`src/rtl/dmem_arbiter.sv`:
```
// Round-robin CPU/host arbiter for the single-port data memory with bounded host burst lock.
// Grants are combinational, read data returns one cycle after the grant, and a losing requester simply holds its request.
module dmem_arbiter #(
    parameter int AW        = 8,
    parameter int DW        = 9,
    parameter int MAX_BURST = 4
) (
    input  logic          clk,
    input  logic          reset,
    input  logic          c_req,
    input  logic          c_we,
    input  logic [AW-1:0] c_addr,
    input  logic [DW-1:0] c_wdata,
    output logic          c_gnt,
    output logic          c_rvalid,
    output logic [DW-1:0] c_rdata,
    input  logic          h_req,
    input  logic          h_we,
    input  logic [AW-1:0] h_addr,
    input  logic [DW-1:0] h_wdata,
    input  logic          h_lock,
    output logic          h_gnt,
    output logic          h_rvalid,
    output logic [DW-1:0] h_rdata,
    output logic          mem_en,
    output logic          mem_we,
    output logic [AW-1:0] mem_addr,
    output logic [DW-1:0] mem_wdata,
    input  logic [DW-1:0] mem_rdata,
    output logic [7:0]    stall_cnt
);
    typedef enum logic {ARB, LOCK} state_t;

    localparam logic [3:0] BURST_MAX = 4'(MAX_BURST);

    state_t     state, state_nxt;
    logic       last_h, last_h_nxt;
    logic [3:0] burst_cnt, burst_nxt;
    logic       c_win, h_win;
    logic       tag_vld, tag_h;

    always_ff @(posedge clk or negedge reset) begin
        if (!reset) begin
            state     <= ARB;
            last_h    <= 1'b1;
            burst_cnt <= '0;
            tag_vld   <= 1'b0;
            tag_h     <= 1'b0;
            stall_cnt <= '0;
        end else begin
            state     <= state_nxt;
            last_h    <= last_h_nxt;
            burst_cnt <= burst_nxt;
            tag_vld   <= (c_gnt & ~c_we) | (h_gnt & ~h_we);
            tag_h     <= h_gnt;
            if (c_req && !c_gnt && stall_cnt != 8'hFF)
                stall_cnt <= stall_cnt + 8'd1;
        end
    end

    always_comb begin
        c_win      = 1'b0;
        h_win      = 1'b0;
        state_nxt  = state;
        last_h_nxt = last_h;
        burst_nxt  = burst_cnt;
        if (state == LOCK && h_req && h_lock) begin
            // Once the host has used its burst budget, a waiting CPU gets one slot.
            if (c_req && burst_cnt == BURST_MAX) begin
                c_win     = 1'b1;
                burst_nxt = '0;
            end else begin
                h_win = 1'b1;
                if (c_req)
                    burst_nxt = burst_cnt + 4'd1;
            end
        end else begin
            // Leaving LOCK arbitrates as if the host owned the last slot.
            if (c_req && (!h_req || last_h || state == LOCK))
                c_win = 1'b1;
            else if (h_req)
                h_win = 1'b1;
            state_nxt = ARB;
            burst_nxt = '0;
            if (h_win && h_lock) begin
                state_nxt = LOCK;
                burst_nxt = 4'd1;
            end
        end
        if (c_win)
            last_h_nxt = 1'b0;
        if (h_win)
            last_h_nxt = 1'b1;
    end

    assign c_gnt  = c_win & reset;
    assign h_gnt  = h_win & reset;
    assign mem_en = c_gnt | h_gnt;

    always_comb begin
        mem_we    = 1'b0;
        mem_addr  = '0;
        mem_wdata = '0;
        if (c_gnt) begin
            mem_we    = c_we;
            mem_addr  = c_addr;
            mem_wdata = c_wdata;
        end else if (h_gnt) begin
            mem_we    = h_we;
            mem_addr  = h_addr;
            mem_wdata = h_wdata;
        end
    end

    assign c_rvalid = tag_vld & ~tag_h;
    assign h_rvalid = tag_vld & tag_h;
    assign c_rdata  = c_rvalid ? mem_rdata : '0;
    assign h_rdata  = h_rvalid ? mem_rdata : '0;
endmodule

```
`config.mk`:
```
export PLATFORM = sky130hd
export DESIGN_NAME = dmem_arbiter
export DESIGN_NICKNAME = d
export VERILOG_FILES = /design/src/rtl/dmem_arbiter.sv
export SDC_FILE = /design/constraint.sdc
export NUM_CORES = 1
export LEC_CHECK = 0
export CAP_MARGIN = 20
export CORE_MARGIN = 4
export CORE_UTILIZATION = 31
export CTS_CLUSTER_SIZE = 25
export DETAILED_ROUTE_END_ITERATION = 16
export PLACE_DENSITY = 0.82
export RECOVER_POWER = 100
export SETUP_SLACK_MARGIN = 0.1
export SKIP_CTS_REPAIR_TIMING = 1
export SLEW_MARGIN = 0
export SYNTH_ARGS = -nofsm -noshare
export SYNTH_HDL_FRONTEND = slang
export SYNTH_SLANG_ARGS = --single-unit
```
`constraint.sdc`:
```
create_clock -name clk -period 1.9 [get_ports clk]
set_clock_uncertainty 0.1 [all_clocks]
set_input_delay 0.19 -clock clk [delete_from_list [all_inputs] [get_ports clk]]
set_output_delay 0.19 -clock clk [all_outputs]
set_load 0.02 [all_outputs]
```
==> results of run 1 <==
[where the power goes]
group / switching (mW) / internal (mW)
combinational: 0.404 / 0.508
sequential: 0.0848 / 0.409
clock: 0.122 / 0.184
[layout make-up]
| cell class | instances | area (sq um) | share of cell area |
|---|---|---|---|
| Tap cell | 50 | 62.6 | 0.0203 |
| Inverter | 5 | 18.8 | 0.00610 |
| Multi-Input combinational cell | 137 | 1140 | 0.372 |
| Sequential cell | 16 | 402 | 0.131 |
| Timing Repair Buffer | 131 | 1390 | 0.453 |
| Clock buffer | 4 | 55.1 | 0.0179 |
[Yosys cell counts (2+ instances only)]
| cell | count | area share |
|---|---|---|
| a21oi_1 | 6 | 0.023 |
| and2_1 | 12 | 0.057 |
| and3_1 | 11 | 0.052 |
| buf_2 | 3 | 0.011 |
| clkbuf_1 | 7 | 0.020 |
| dfrtp_1 | 15 | 0.28 |
| ha_1 | 3 | 0.028 |
| inv_1 | 5 | 0.014 |
| mux2_1 | 2 | 0.017 |
| mux2i_1 | 20 | 0.15 |
| nand2_1 | 44 | 0.13 |
| nand2b_1 | 3 | 0.014 |
| nand3_1 | 2 | 0.0076 |
| nand4_1 | 4 | 0.019 |
| nor2_1 | 7 | 0.020 |
| nor3_1 | 4 | 0.015 |
| nor4_1 | 4 | 0.019 |
| o21ai_0 | 2 | 0.0076 |
| xnor2_1 | 2 | 0.013 |
| xor2_1 | 5 | 0.033 |
[layer usage]
metal  wire length (microns)  global-route usage
met3                     443              0.0358
met5                       0                   0
met2                    2720               0.294
met4                      58              0.0574
met1                    1850               0.192
[sequential cells by signal (all words and copies together), names as in the netlist]
| register | flops |
|---|---|
| tag_vld | 1 |
| tag_h | 1 |
| state | 1 |
| stall_cnt | 8 |
| burst_cnt | 4 |
| last_h | 1 |
[kinds of logic after synthesis]
family,synth area share
AO/OA/AOI/OAI,0.0417
multiplexers,0.169
XOR/XNOR,0.0465
adder cells (fa/ha/maj),0.0285
AND/OR/NAND/NOR,0.364
buffers and inverters,0.0455
flip-flops,0.305
[worst register-to-register path, cell delays in order, from the launching register on]
cell and delay [ns]:
dfrtp_1 0.40, inv_2 0.08, ha_4 0.15, nand4b_4 0.12
buf_4 0.16, buf_4 0.14, a221oi_4 0.28, buf_4 0.17
nor4_2 0.04, mux2_1 0.31
[path summary, 6_finish.rpt]
check	start	to	slack, ns	cells after the start
setup / recovery	burst_cnt[0]$_DFFE_PN0P_	mem_addr[4]	-0.26	9
hold / removal	reset	state$_DFFE_PN0N_	0.32	2
setup reg to reg	burst_cnt[0]$_DFFE_PN0P_	stall_cnt[6]$_DFFE_PN0P_	-0.15	9
hold reg to reg	stall_cnt[4]$_DFFE_PN0P_	stall_cnt[4]$_DFFE_PN0P_	0.43	1
max in group asynchronous	reset	burst_cnt[1]$_DFFE_PN0P_	0.93	2
min in group clk	stall_cnt[4]$_DFFE_PN0P_	stall_cnt[4]$_DFFE_PN0P_	0.43	1
[metrics by stage]
stage / hold slack (ns) / utilization
floorplan: -0.206 / -
global placement: 0.395 / 0.689
detailed placement: 0.410 / 0.689
CTS: 0.203 / 0.702
global route: 0.349 / 0.758
finish: 0.322 / 0.758
==> impl_metrics.yaml, run 1 <==
outcome:
  status: "complete, but fails checks"
  violations: "negative setup slack"
placement:
  port_buffers: 98
  dp.cells: 330
  preCtsSetupSlack_ns: -0.666
  dpl_cell_area_sq_um: 2790
  post-dp-hpwl_microns: 3630
  gp_congestion: 0.786
die:
  core.rowCount: 23
  start_util: 0.325
  core_sq_um: 4060
  dieArea_sq_um: 5360
  io_pins: 99
  die_w_microns: 73.2
  die_y_microns: 73.2
route:
  wl_per_cell_microns: 14.8
  vias: 1667
  vias_per_cell: 4.86
  drtAntennaViolNets: 0
  drc: 0
  wirelength_microns: 5070
  drtPass1Iterations: 4
  dr.first_iter.drc_count: 43
cts:
  clkSinkCount: 16
  clkLatencyLatePin_ns: 0.25
  htree_levels: 1
  cts_buffers: 3
  clkTransAtPathRegs_ns: 0.06
  cts_tree: "yes"
  cts-root-buf: "clkbuf_8"
  clk_path_buf_depth: 2
synth:
  ys_types: 27
  ys_seq_area_frac: 0.305
  synthesis.area_sq_um: 1320
  ys_warn_count: 0
  synth_nets: 221
  synth_edf_count: 0
  async_reset_ff_frac: 1.00
  synth-seq-cells: 16
  synth_top_flop_cell: "dfrtp_1"
  syn_inst: 168
  avgSynthCellArea_sq_um: 7.85
final_layout:
  drive_gt1_frac: 0.300
  finalNonFillerCells: 343
  nFillCells: 264
  area.growth.synth_to_final_pct: 133
  layout_common_cells: "56 x clkdlybuf4s50_1, 44 x nand2_1, 25 x buf_4, 20 x buf_6, 20 x dlymetal6s2s_1"
  nets: 347
  insertedDiodeCount: 0
  fin_area_sq_um: 3080
  layout_commonest_cell: "clkdlybuf4s50_1"
pwr:
  power_density_nw_per_um2: 556
  p_leak_nw: 1.68
  vdd_ir_drop_max_uv: 319
  total_power_mw: 1.71
critical_path:
  worst_path_largest_cell_delay_ns: 0.40
  start_kind: "flip-flop"
  worstPathMaxFanout: 6
  path_cells: "inv_2, ha_4, nand4b_4, o21ai_4, a21oi_4, buf_12, clkbuf_16, mux2i_4, buf_6"
  crit_slowest_cell: "dfrtp_1"
  critical_path_buf_inv_count: 4
  cp_data_required_time_ns: 1.61
  arrival_ns: 1.87
  worst_path_dominant_cell_family: "buffers and inverters"
  endpoint_kind: "output pin"
  worstSetupPathType: "flip-flop to output pin"
timing:
  setup_viol: 27
  final.setup.tns_ns: -5.57
  max_freq_mhz: 463
  setup_ws_ns: -0.262
  fin_crit_ns: 2.16
  rsz0062_at_grt: "yes"
  worst_pin_slew_ns: 0.486
  max-slew-margin-rel: 0.676
  min_period_over_period: 1.14
  finalHoldViolations: 0
  slew_viol_final: 0
global_route:
  antenna_found_initial: 0
  grt_pass1_wl_microns: 7070
  grt_start_max_net_pins: 28
  grt_usage: 0.165
  grt_pass1_vias: 1576
  grt_overflow: 0
job:
  cap_violations: 0
hold_path:
  hp-class: "input pin to asynchronous set/reset pin"
Note: power is estimated with default switching activity, not from simulation.
==> run 2, diff against run 1 <==
--- a/config.mk
+++ b/config.mk
@@ -14,7 +14,7 @@
 export RECOVER_POWER = 100
 export SETUP_SLACK_MARGIN = 0.1
 export SKIP_CTS_REPAIR_TIMING = 1
-export SLEW_MARGIN = 0
+export SLEW_MARGIN = 20
 export SYNTH_ARGS = -nofsm -noshare
 export SYNTH_HDL_FRONTEND = slang
 export SYNTH_SLANG_ARGS = --single-unit
==> results of run 2 <==
Same layout as run 1: the final DEF is identical, and so are final timing and power.
